File: config.mk
export PLATFORM = sky130hd
export DESIGN_NAME = lap_recorder
export DESIGN_NICKNAME = d
export VERILOG_FILES = /design/src/rtl/lap_recorder.sv
export SDC_FILE = /design/constraint.sdc
export NUM_CORES = 1
export LEC_CHECK = 0
export ABC_AREA = 1
export CAP_MARGIN = 25
export CELL_PAD_IN_SITES_DETAIL_PLACEMENT = 0
export CELL_PAD_IN_SITES_GLOBAL_PLACEMENT = 2
export CORE_MARGIN = 8
export CORE_UTILIZATION = 30
export CTS_CLUSTER_SIZE = 28
export DETAILED_ROUTE_END_ITERATION = 6
export PLACE_DENSITY = 0.74
export SYNTH_ARGS = -nofsm -noshare
export SYNTH_HDL_FRONTEND = slang
export SYNTH_SLANG_ARGS = --single-unit
File: constraint.sdc
create_clock -name clk -period 9.34 [get_ports clk]
set_clock_uncertainty 0.1 [all_clocks]
set_input_delay 2.335 -clock clk [delete_from_list [all_inputs] [get_ports clk]]
set_output_delay 2.335 -clock clk [all_outputs]
set_load 0.03 [all_outputs]
File: src/rtl/lap_recorder.sv
// Lap recorder for the stopwatch display path.
// Captures the live stopwatch value into a DEPTH-entry circular lap buffer on
// each lap press and freezes the display on it. Supports recall (browse stored
// laps newest-to-oldest with wrap), clear-all, and a full-buffer policy
// (OVERWRITE=1 drops the oldest lap, OVERWRITE=0 discards the new one).
//
// Ports:
//   clk, rst_n    clock, asynchronous active-low reset
//   lap_pulse     lap capture / unfreeze / exit-recall command (single cycle)
//   view_pulse    enter recall / step to older lap (single cycle)
//   clear_pulse   clear all laps, return to live (single cycle)
//   time_in       live stopwatch value
//   disp_value    registered value to the SSD driver
//   disp_index    lap number shown in recall (1 = oldest), 0 otherwise
//   mode          00 live, 01 frozen, 10 recall
//   lap_count     number of valid stored laps
//   full          lap_count == DEPTH
module lap_recorder #(
  parameter int unsigned WIDTH     = 16,
  parameter int unsigned DEPTH     = 8,
  parameter bit          OVERWRITE = 1'b1
) (
  input  logic                         clk,
  input  logic                         rst_n,
  input  logic                         lap_pulse,
  input  logic                         view_pulse,
  input  logic                         clear_pulse,
  input  logic [WIDTH-1:0]             time_in,
  output logic [WIDTH-1:0]             disp_value,
  output logic [$clog2(DEPTH+1)-1:0]   disp_index,
  output logic [1:0]                   mode,
  output logic [$clog2(DEPTH+1)-1:0]   lap_count,
  output logic                         full
);

  localparam int unsigned IW = $clog2(DEPTH + 1);
  localparam int unsigned PW = (DEPTH > 1) ? $clog2(DEPTH) : 1;
  localparam int unsigned SW = IW + 1;

  typedef enum logic [1:0] {
    MODE_LIVE   = 2'b00,
    MODE_FROZEN = 2'b01,
    MODE_RECALL = 2'b10
  } mode_e;

  mode_e              mode_q,       mode_d;
  logic [WIDTH-1:0]   disp_value_q, disp_value_d;
  logic [IW-1:0]      disp_index_q, disp_index_d;
  logic [IW-1:0]      lap_count_q,  lap_count_d;
  logic               full_q,       full_d;
  logic [PW-1:0]      wr_ptr_q,     wr_ptr_d;
  logic [PW-1:0]      oldest_ptr_q, oldest_ptr_d;
  logic               we_c;
  logic [IW-1:0]      step_idx_c;
  logic [WIDTH-1:0]   newest_val_c;
  logic [WIDTH-1:0]   step_val_c;

  logic [WIDTH-1:0]   mem_q [DEPTH];

  // Physical slot of the lap at logical offset off (0 = oldest), mod DEPTH.
  function automatic logic [PW-1:0] slot_of(input logic [PW-1:0] base,
                                            input logic [IW-1:0] off);
    logic [SW-1:0] sum;
    sum = SW'(base) + SW'(off);
    if (sum >= SW'(DEPTH)) sum = sum - SW'(DEPTH);
    return PW'(sum);
  endfunction

  function automatic logic [PW-1:0] ptr_inc(input logic [PW-1:0] p);
    return (p == PW'(DEPTH - 1)) ? '0 : p + PW'(1);
  endfunction

  // Index reached by one step toward older laps; from 1 wraps to the newest.
  assign step_idx_c   = (disp_index_q == IW'(1)) ? lap_count_q : disp_index_q - IW'(1);
  assign newest_val_c = mem_q[slot_of(oldest_ptr_q, lap_count_q - IW'(1))];
  assign step_val_c   = mem_q[slot_of(oldest_ptr_q, step_idx_c - IW'(1))];

  // Next-state and output logic.
  always_comb begin
    mode_d       = mode_q;
    disp_value_d = disp_value_q;
    disp_index_d = disp_index_q;
    lap_count_d  = lap_count_q;
    wr_ptr_d     = wr_ptr_q;
    oldest_ptr_d = oldest_ptr_q;
    we_c         = 1'b0;

    if (clear_pulse) begin
      mode_d       = MODE_LIVE;
      disp_value_d = time_in;
      disp_index_d = '0;
      lap_count_d  = '0;
      wr_ptr_d     = '0;
      oldest_ptr_d = '0;
    end else begin
      unique case (mode_q)
        MODE_LIVE: begin
          disp_value_d = time_in;
          if (lap_pulse) begin
            mode_d = MODE_FROZEN;
            if (!full_q) begin
              we_c        = 1'b1;
              wr_ptr_d    = ptr_inc(wr_ptr_q);
              lap_count_d = lap_count_q + IW'(1);
            end else if (OVERWRITE) begin
              // Full: the write slot is the oldest lap, so both pointers advance.
              we_c         = 1'b1;
              wr_ptr_d     = ptr_inc(wr_ptr_q);
              oldest_ptr_d = ptr_inc(oldest_ptr_q);
            end
          end else if (view_pulse && lap_count_q != '0) begin
            mode_d       = MODE_RECALL;
            disp_index_d = lap_count_q;
            disp_value_d = newest_val_c;
          end
        end
        MODE_FROZEN: begin
          if (lap_pulse) begin
            mode_d       = MODE_LIVE;
            disp_value_d = time_in;
          end else if (view_pulse && lap_count_q != '0) begin
            mode_d       = MODE_RECALL;
            disp_index_d = lap_count_q;
            disp_value_d = newest_val_c;
          end
        end
        MODE_RECALL: begin
          if (lap_pulse) begin
            mode_d       = MODE_LIVE;
            disp_index_d = '0;
            disp_value_d = time_in;
          end else if (view_pulse) begin
            disp_index_d = step_idx_c;
            disp_value_d = step_val_c;
          end
        end
        default: begin
          mode_d       = MODE_LIVE;
          disp_index_d = '0;
        end
      endcase
    end

    full_d = (lap_count_d == IW'(DEPTH));
  end

  // Control and display registers.
  always_ff @(posedge clk or negedge rst_n) begin
    if (!rst_n) begin
      mode_q       <= MODE_LIVE;
      disp_value_q <= '0;
      disp_index_q <= '0;
      lap_count_q  <= '0;
      full_q       <= 1'b0;
      wr_ptr_q     <= '0;
      oldest_ptr_q <= '0;
    end else begin
      mode_q       <= mode_d;
      disp_value_q <= disp_value_d;
      disp_index_q <= disp_index_d;
      lap_count_q  <= lap_count_d;
      full_q       <= full_d;
      wr_ptr_q     <= wr_ptr_d;
      oldest_ptr_q <= oldest_ptr_d;
    end
  end

  // Lap storage; contents are don't-care after reset.
  always_ff @(posedge clk) begin
    if (we_c) mem_q[wr_ptr_q] <= time_in;
  end

  assign disp_value = disp_value_q;
  assign disp_index = disp_index_q;
  assign mode       = mode_q;
  assign lap_count  = lap_count_q;
  assign full       = full_q;

endmodule

# Yosys cells after proc, flatten, opt, wreduce, memory -nomap -nowiden
# Memory sizes are Yosys's and may differ from the RTL's.
# Index checks and enable logic that the tools add are counted.
# Widths: inputs -> output; s select.
# classes
n_addsub,10
multipliers,0
n_div,0
n_lt_le_gt_ge,2
n_eq_ne,11
shifts,0
n_mux,41
bitwise_logic,0
n_reduce_logical,12
# op_table
operator,n
$mux 16,7
$pmux 16 s3,1
$mux 4,10
$mux 3,11
$sub 4x1->4 const B,3
$add 3x4->5,2
$ge 5x4->1 const B,2
$mux 2,5
$reduce_and 3->1,3
$ne 4x4->1 const B,2
$pmux 4 s2,1
$reduce_bool 4->1,2
$add 3x1->3 const B,2
$eq 3x3->1 const B,2
$pmux 2 s3,1
$reduce_bool 2->1,3
$sub 3x1->3 const B,2
$mux 1,5
$add 4x1->4 const B,1
$eq 4x1->1 const B,1
$eq 4x4->1 const B,1
$ne 3x1->1 const B,1
$ne 3x2->1 const B,1
$ne 3x3->1 const B,1
other kinds (6),6
# word_totals
regBits,33
latch_bits,0
ram_bits,128
mem_bits_ro,0
in_bits,21
out_inout_bits,27
word_cells,84
n_memories,1
# memory_table
memory,words,width,rd,rd_clocked_by_memory_dff,wr,line_no,text
mem_q,8,16,2,0,1,58,logic [WIDTH-1:0] mem_q [DEPTH];

# Logic depth before layout (Yosys ltp)
# Gate-level depths: netlist of the first run.
# An unclocked memory read counts as a cell.
# depth
word_depth,11
depth_mapped,24
depth_no_buf,23

# Worst setup path after synthesis of the first run
# No wires, ideal clock.
# synth_path
kind,input -> register
from,in clear_pulse
to,mem mem_q[0][0] (enable)
setup_ns,0.388
t_arrival_ns,3.645
t_required_ns,8.852
slack_ns,5.207
path_stages,4
path_buffers,1
cell_sequence,clkbuf_1 -> nor2_1 -> nand2_1 -> nor2_1
# synth_via
elab_chain_len,3
# synth_lines
item,line_no,text
"start, declared",27,"input logic clear_pulse,"
$mux 1,88,if (clear_pulse) begin
$mux 1,170,if (we_c) mem_q[wr_ptr_q] <= time_in;
$mux 1 (implied by the code),170,
"end, declared",58,
# Every way passes these cells.

# Final worst setup path of the first run
# layout_path
from,in lap_pulse
to,mem mem_q[4][1] (enable)
# layout_via
elab_chain_len,5
# layout_lines
item,line_no,text
"start, declared",25,"input logic lap_pulse,"
$mux 1,99,if (lap_pulse) begin
$mux 1,96,unique case (mode_q)
$mux 1,88,
$mux 1,170,
$mux 1 (implied by the code),170,
# Every way passes these cells.

==> results.txt, run 1 <==
The run finished with clean final reports. Once layout is done, the placed cells without fillers occupy 0.0108 sq mm. The H-tree was split into 4 levels. For this block, the initial DRC count from the detailed router was 500.

The worst setup path is launched from an input pin. The tools report the critical path arrival as 4.53 ns. The run gives 0.44 ns as the worst-skew pair later-pin latency. Traced cell by cell, the critical path runs through clkdlybuf4s50_1 > buf_4 > nand2_1 > nor2_1 > nand2_1 > nor2_2 > buf_8. The logs give 2.32 mW for the total chip power and 1,139 for the net count of the mapped netlist.

Total routed wirelength: 30,100 um. The die boundary width is 192 um. The final-report hold violation count was 0; the average cell area after synthesis was 8.47 sq um. Class of the most critical setup path: input pin to flip-flop. Grouping stages by cell kind, the critical path spends the most delay in simple AND/OR/NAND/NOR gates.

The die covers 0.0371 sq mm. The routed layout has 7,799 vias. The highest net fanout along the worst path is 23, and the initial core utilization is 0.305.

In the final routed layout, each cell accounts on average for 19.7 um. Yosys printed 0 warnings. STA classifies the critical path endpoint as a flip-flop. For the finished layout, the period the worst path requires is 4.48 ns. The vias per cell was 5.10; the placed wire-length estimate after detailed placement was 18,900 um. The tools report the total met3 wirelength after detailed routing as 1120 um. Before antenna repair, the detailed router went through 5 iterations.

The cell type contributing the most total cell area after synthesis was sky130_fd_sc_hd__edfxtp_1. Summed over all layers, the global routing overflow is 0. In this run the vertical extent of the chip is 192 um. The global-route wire length before repair was 47,000 um; the area share of the largest cell type after synthesis was 0.411.

The number of antenna repair diodes was 0; the final net count was 1,156. Top layer used by detailed routing: met4. On the final layout, the worst hold slack is 0.378 ns. TritonCTS built the clock tree.

For the largest buffer count on any clock path, the log shows 2. The critical path contains buffers and inverters numbering 3 combined. The synthesized netlist occupies a cell area of 0.00935 sq mm. Yosys instantiated no cell more often than sky130_fd_sc_hd__nand2_1.

Based on the critical path, the design can be clocked at up to 223 MHz. The run gives 17 as the total clock buffers created by CTS. The run gives 4.32 nW as the static leakage power. The slowest stage of the critical path belongs to the cell sky130_fd_sc_hd__nor2_2.

Buffers added to address setup during post-CTS repair amount to 0. After clock tree synthesis, the clock-pin slew on the worst setup and hold paths is 0.07 ns. The commonest cells after synthesis are 272 x sky130_fd_sc_hd__nand2_1, 185 x sky130_fd_sc_hd__nand3_1, 128 x sky130_fd_sc_hd__edfxtp_1, 114 x sky130_fd_sc_hd__a21oi_1, 93 x sky130_fd_sc_hd__inv_1. Type of the most critical hold path: flip-flop to flip-flop. The areal power density over the cells is 216 mW/mm^2.

Synthesis handed over a netlist of 1,103 instances. The startpoint of the lowest-slack hold path is disp_value[12]. Critical path startpoint: lap_pulse. For the max-slew headroom at the worst pin, the log shows 0.347. Setup repair after global routing left no endpoint under its margin. The number of pins with negative max-slew slack in the final report was 0; the number of I/O port buffers was 47. The proportion of layout cells with a drive suffix above 1 works out to 0.0865. For this run, the leading register cell type out of synthesis is sky130_fd_sc_hd__edfxtp_1. The delay contributed by the slowest stage of the critical path is 0.51 ns, and the max-cap violation count is 0. The share of the clock period used by the worst path came out at 0.480. For the final routed DRC violation total, the log shows 0.

The routed length on met1 was 12,700 um; the overall global routing resource usage was 0.167. At the pin with the least slew margin, the transition time is 0.980 ns. Hold repair after CTS inserted 0 buffers. Setup violations remaining at the end of the flow were counted as 0.

For this design the top-level I/O count stands at 48. The area of the core is 0.0307 sq mm. Maximum resistive drop on vdd: 0.000147 V.

In the post-synthesis netlist, the biggest area contributors are sky130_fd_sc_hd__edfxtp_1 41%, sky130_fd_sc_hd__nand2_1 11%, sky130_fd_sc_hd__nand3_1 9.9%. In this run, distinct cell masters in the synthesized netlist total 39. The count of clock tree sinks was 161. The run gives 8,126 as the via count of the first global-routing pass.

The setup total negative slack was 0 ns; the post-detailed-route count of antenna-violating nets was 0. Once the clock tree was built, the resizer swapped 0 gates to a different size. The number of antenna violations at the first check in global routing came out at 0. For the data required time at the worst endpoint, the log shows 9.38 ns.

The CTS root buffer was sky130_fd_sc_hd__clkbuf_16. The run gives 0.0102 sq mm as the instance area after placement. Entering global routing, the biggest net connects 87 pins. The tools report the worst reg2reg path startpoint as disp_index[1]. The synthesized design contains 128 enable-type register cells. The amount of wire on met2 after detailed routing is 15,400 um. Async set-or-reset flop fraction in the synthesized netlist: 0.205.

Synthesis inferred 161 register bits. For the row count, the log shows 64. The most numerous cell on the critical path is sky130_fd_sc_hd__nand2_1. The sequential share of the synthesized area came out at 0.500. From synthesis to final layout, the design area changed by 15.3%.

Routability-driven placement finished with a final weighted congestion of 0.776.
[state kept, by name, summed over array words and instances, names as in the netlist]
signal and count:
mode 2, oldest_ptr_q 3, wr_ptr_q 3, disp_index 4, lap_count 4, mem_q 128
full 1, disp_value 16
[power breakdown]
group | switching (mW) | internal (mW)
sequential | 0.0177 | 0.805
clock | 0.347 | 0.364
combinational | 0.552 | 0.237
total | 0.917 | 1.41
[worst min-delay path, delay by kind of cell, from the launching register on]
family	cells	cell delay [ns]
DFF	1	0.34
and+or+nand+nor	2	0.10
[logic make-up after synthesis]
logic type,Yosys count,share of synthesized area
adders and majority gates,15,0.0217
muxes,16,0.0171
buffers and inverters,167,0.0805
xor gates and xnor gates,7,0.00817
and+or+nand+nor,539,0.255
DFF,161,0.500
AOI/OAI and AO/OA,198,0.118
[worst paths after layout]
| check | end | slack, ns | depth (start not counted) |
|---|---|---|---|
| setup / recovery | mem_q[4][1] | 4.86 | 7 |
| hold / removal | disp_value[12] | 0.38 | 2 |
| setup reg to reg | disp_value[6] | 5.14 | 19 |
| hold reg to reg | disp_value[12] | 0.38 | 2 |
| max in group asynchronous | disp_value[12] | 6.75 | 1 |
| min in group asynchronous | disp_index[1] | 1.87 | 1 |
[routing by layer]
metal / vias to the layer above / GRT usage
met5: - / 0
met4: 0 / 0.0629
met3: 41 / 0.0244
met2: 169 / 0.299
met1: 3802 / 0.198
li1: 3787 / -
[area by class of cell]
type                            instances  area (sq um)
Timing Repair Buffer                   69           678
Fill cell                            3151         19900
Clock inverter                         15           181
Tap cell                              396           495
Inverter                               96           363
Clock buffer                           17           425
Sequential cell                       161          4670
Multi-Input combinational cell        775          3960
[layout by cell type (no fill, tap or decap), types with 2 or more instances in the layout]
| master | count |
|---|---|
| sky130_fd_sc_hd__a21oi_1 | 114 |
| sky130_fd_sc_hd__a31oi_1 | 6 |
| sky130_fd_sc_hd__a31oi_2 | 12 |
| sky130_fd_sc_hd__buf_4 | 18 |
| sky130_fd_sc_hd__buf_8 | 2 |
| sky130_fd_sc_hd__clkbuf_16 | 17 |
| sky130_fd_sc_hd__clkdlybuf4s50_1 | 46 |
| sky130_fd_sc_hd__clkinv_8 | 5 |
| sky130_fd_sc_hd__clkinvlp_4 | 2 |
| sky130_fd_sc_hd__dfrtp_1 | 33 |
| sky130_fd_sc_hd__edfxtp_1 | 128 |
| sky130_fd_sc_hd__fa_1 | 2 |
| sky130_fd_sc_hd__ha_1 | 12 |
| sky130_fd_sc_hd__inv_1 | 93 |
| sky130_fd_sc_hd__inv_6 | 2 |
| sky130_fd_sc_hd__inv_8 | 6 |
| sky130_fd_sc_hd__mux2i_1 | 16 |
| sky130_fd_sc_hd__nand2_1 | 272 |
| sky130_fd_sc_hd__nand2_2 | 4 |
| sky130_fd_sc_hd__nand2_4 | 2 |
| sky130_fd_sc_hd__nand3_1 | 184 |
| sky130_fd_sc_hd__nand3_2 | 13 |
| sky130_fd_sc_hd__nor2_1 | 51 |
| sky130_fd_sc_hd__nor2_2 | 5 |
| sky130_fd_sc_hd__nor2_4 | 2 |
| sky130_fd_sc_hd__nor3_1 | 3 |
| sky130_fd_sc_hd__o21ai_0 | 60 |
| sky130_fd_sc_hd__o21ai_1 | 2 |
| sky130_fd_sc_hd__xnor2_1 | 2 |
| sky130_fd_sc_hd__xor2_1 | 3 |
[stage by stage]
step | utilization | std cells | worst slack [ns]
after floorplan | - | 1103 | 5.21
after global placement | 0.329 | 1493 | 3.94
after detailed placement | 0.331 | 1496 | 4.15
after CTS | 0.351 | 1528 | 4.61
after global routing | 0.351 | 1529 | 4.66
final | 0.351 | 1529 | 4.86
(Power assumes the default switching activity.)
==> inputs of run 2 (changes only) <==
--- a/config.mk
+++ b/config.mk
@@ -13,7 +13,7 @@
 export CORE_UTILIZATION = 30
 export CTS_CLUSTER_SIZE = 28
 export DETAILED_ROUTE_END_ITERATION = 6
-export PLACE_DENSITY = 0.74
+export PLACE_DENSITY = 0.76
 export SYNTH_ARGS = -nofsm -noshare
 export SYNTH_HDL_FRONTEND = slang
 export SYNTH_SLANG_ARGS = --single-unit
==> constraint.sdc (replaced) <==
create_clock -name clk -period 3.99 [get_ports clk]
set_clock_uncertainty 0.1 [all_clocks]
set_input_delay 0.9975 -clock clk [delete_from_list [all_inputs] [get_ports clk]]
set_output_delay 0.9975 -clock clk [all_outputs]
set_load 0.03 [all_outputs]
==> run 2 against run 1 <==
Effect of this change: core utilization increased by 0.22 points; flip-flop and latch count stayed put; global-route usage up 0.57 points; largest cell class unchanged.
==> results.txt, run 2 (same netlist as run 1, synthesis figures left out) <==
For the remaining global-route overflow, the log shows 0 (unchanged). The critical path is of the flip-flop to flip-flop type. The run gives 0.00396 sq mm (-0.19%) as the area used by multi-input combinational logic. The run gives 0 (unchanged) as the post-CTS setup repair buffer count. The tools report the iteration count of the initial detailed-routing pass as 5 (unchanged).

Ranked by flip-flop count, first place goes to mem_q. Maximum resistive drop on vdd: 0.000289 V (+97%). The max-slew headroom at the worst pin came out at 0.419 (+0.0722). TritonCTS built the clock tree. The row count came out at 64 (unchanged). The final core area utilization is 0.354 (+0.00216), and the total routed wirelength is 30,800 um (+2.3%).

The number of antenna violations at the first check in global routing was 0 (unchanged); the number of I/O port buffers was 47 (unchanged). The area occupied by registers came out at 0.00467 sq mm (unchanged). Data required time at the worst endpoint: 4.22 ns (-5.16 ns).

The number of pins with negative max-slew slack in the final report was 0 (unchanged). The share of the clock period used by the worst path is 0.865, and the post-cts gate resize count is 0 (unchanged). The logs give 0 (unchanged) for the final count of negative-setup-slack endpoints and 3,197 (+1.5%) for the fill cell instance count of the final layout. In the layout the commonest cells are 272 x sky130_fd_sc_hd__nand2_1, 184 x sky130_fd_sc_hd__nand3_1, 128 x sky130_fd_sc_hd__edfxtp_1. The final routed DRC violation total is 0 (unchanged). The tools report the CTS root buffer as sky130_fd_sc_hd__clkbuf_16.

The die boundary width came out at 192 um (unchanged). The number of top-level design ports came out at 48 (unchanged). Clock edge transition at the registers on the reported setup and hold paths: 0.07 ns (about the same). Leaving out fill and tap cells, the most frequent cell in the layout is sky130_fd_sc_hd__nand2_1.

The areal power density over the cells is 502 mW/mm^2 (+130%), and the total clock buffers created by CTS is 17 (unchanged). The tools report the via count of the first global-routing pass as 8,128 (+0.025%). The tools report the area of the die as 0.0371 sq mm (unchanged).

The H-tree depth came out at 4 (unchanged). The tools report the count of hold-fix buffers inserted at cts as 0 (unchanged). The count of clock tree sinks is 161 (unchanged), and the via count is 7,889 (+1.2%).

After layout, the minimum clock period comes to 3.45 ns. Pin count of the biggest net entering global routing: 69 (-21%). STA classifies the critical path startpoint as a flip-flop. The critical path arrival is 3.68 ns (-0.85 ns), and the final net count is 1,172 (+1.4%). The run finished with clean final reports. The global-route wire length before repair is 48,500 um (+3.1%), and the highest net fanout along the worst path is 17 (-26%). The proportion of layout cells with a drive suffix above 1 came out at 0.0949 (+0.00837).

Routed length per placed instance: 20.0 um (+1.2%). The worst-skew pair later-pin latency is 0.44 ns (about the same), and the final-report hold violation count is 0 (unchanged). For this run, the top clock speed supported by timing is 290 MHz. The worst reg2reg path startpoint is disp_index[1]. Final weighted congestion in routability-driven placement: 0.807 (+4.0%). The vertical die dimension is 192 um (unchanged). The area of the core was 0.0307 sq mm (unchanged); the number of DRC markers after the initial detailed-route iteration was 555 (+11%). The total chip power came out at 5.45 mW (+130%). The area growth from synthesis to final layout was 16.0%. The tools report the critical path endpoint category as a flip-flop. The tools report the setup total negative slack as 0 ns (unchanged).

The tightest min-delay check is of the flip-flop to flip-flop type. The initial core utilization was 0.305 (unchanged). The number of flip-flops under the largest register name is 128 (unchanged), and the static leakage power is 4.39 nW (+1.4%). The slew at the pin closest to its max-slew limit works out to 0.871 ns (-0.108 ns). The critical path startpoint is disp_index[1]. The run gives 0 (unchanged) as the number of antenna repair diodes. Setup repair after global routing left no endpoint under its margin.

The max-cap violation count was 0 (unchanged); the largest buffer count on any clock path was 2 (unchanged). The vias per cell works out to 5.11 (+0.11%). Startpoint of the lowest-slack hold path: disp_value[9].

The run gives 0 (unchanged) as the post-detailed-route count of antenna-violating nets. For the placed wire-length estimate after detailed placement, the log shows 19,800 um (+4.7%). Overall global routing resource usage: 0.172 (+0.00570).
run 2: cell count changes in the layout (fill, tap and decap cells not counted), sizes merged:
cell and delta:
clkbuf +1, bufinv +1, inv -3, clkinv +1, buf +16
run 2: area by class of cell:
cell class	instances	share of cell area
clock inverters	14	0.0119
well taps	396	0.0457
flip-flops and latches	161	0.431
repair buffers	85	0.0739
clock buffers	18	0.0396
inverters	96	0.0335
multi-input cells	775	0.365
run 2: worst paths after layout:
path	to	slack [ns]	depth (start not counted)
max	disp_value[4]	0.54	22
min	disp_value[9]	0.38	2
max reg2reg	disp_value[4]	0.54	22
min reg2reg	disp_value[9]	0.38	2
max in group asynchronous	disp_value[1]	2.66	1
min in group asynchronous	lap_count[2]	0.57	1
run 2: worst max-delay path: stages (launching register included):
cell                      delay, ns
sky130_fd_sc_hd__dfrtp_1       0.38
sky130_fd_sc_hd__inv_1         0.11
sky130_fd_sc_hd__ha_1          0.35
sky130_fd_sc_hd__nand3_1       0.18
sky130_fd_sc_hd__nand2_2       0.14
sky130_fd_sc_hd__nor2_4        0.05
sky130_fd_sc_hd__inv_2         0.06
sky130_fd_sc_hd__nand2_1       0.06
sky130_fd_sc_hd__fa_1          0.41
sky130_fd_sc_hd__xor2_1        0.15
sky130_fd_sc_hd__nand3_1       0.13
sky130_fd_sc_hd__nand2_1       0.10
sky130_fd_sc_hd__nand2_2       0.06
sky130_fd_sc_hd__nand2_4       0.25
sky130_fd_sc_hd__inv_4         0.20
sky130_fd_sc_hd__nand3_2       0.10
sky130_fd_sc_hd__nand3_1       0.13
sky130_fd_sc_hd__nand2_1       0.10
sky130_fd_sc_hd__nand2_1       0.05
sky130_fd_sc_hd__nand2_1       0.05
sky130_fd_sc_hd__nand2_1       0.05
sky130_fd_sc_hd__nand2_1       0.06
sky130_fd_sc_hd__nand2_1       0.05
run 2: stage by stage:
step / instances / hold WS (ns) / instance area [sq um] / setup slack [ns]
6_report: 1545 / 0.384 / 10800 / 0.540
5_1_grt: 1545 / 0.406 / 10800 / 0.206
4_1_cts: 1545 / 0.388 / 10800 / 0.534
3_5_place_dp: 1513 / 0.372 / 10300 / 0.569
3_3_place_gp: 1513 / 0.366 / 10300 / 0.561
2_1_floorplan: 1103 / 0.438 / 9350 / 0.740
run 2: power breakdown:
group          total, mW  switching, mW  leakage (nW)  internal (mW)
sequential          1.93         0.0487          1.57           1.88
clock               1.62          0.751         0.269          0.868
combinational       1.89           1.29          2.54          0.604
run 2: per-layer routing:
metal,wire length [um],share of wire,vias up,GRT usage
met5,0,0,-,0
met4,541,0.018,0,0.0470
met1,13800,0.45,3857,0.218
li1,-,-,3831,-
met3,1090,0.035,30,0.0275
met2,15400,0.50,171,0.301
==> inputs of run 3 (changes only) <==
--- a/config.mk
+++ b/config.mk
@@ -11,9 +11,11 @@
 export CELL_PAD_IN_SITES_GLOBAL_PLACEMENT = 2
 export CORE_MARGIN = 8
 export CORE_UTILIZATION = 30
+export CTS_CLUSTER_DIAMETER = 80
 export CTS_CLUSTER_SIZE = 28
 export DETAILED_ROUTE_END_ITERATION = 6
 export PLACE_DENSITY = 0.76
+export SLEW_MARGIN = 20
 export SYNTH_ARGS = -nofsm -noshare
 export SYNTH_HDL_FRONTEND = slang
 export SYNTH_SLANG_ARGS = --single-unit
==> results of run 3 <==
The final DEF is identical to that of run 2; final timing and power are the same.
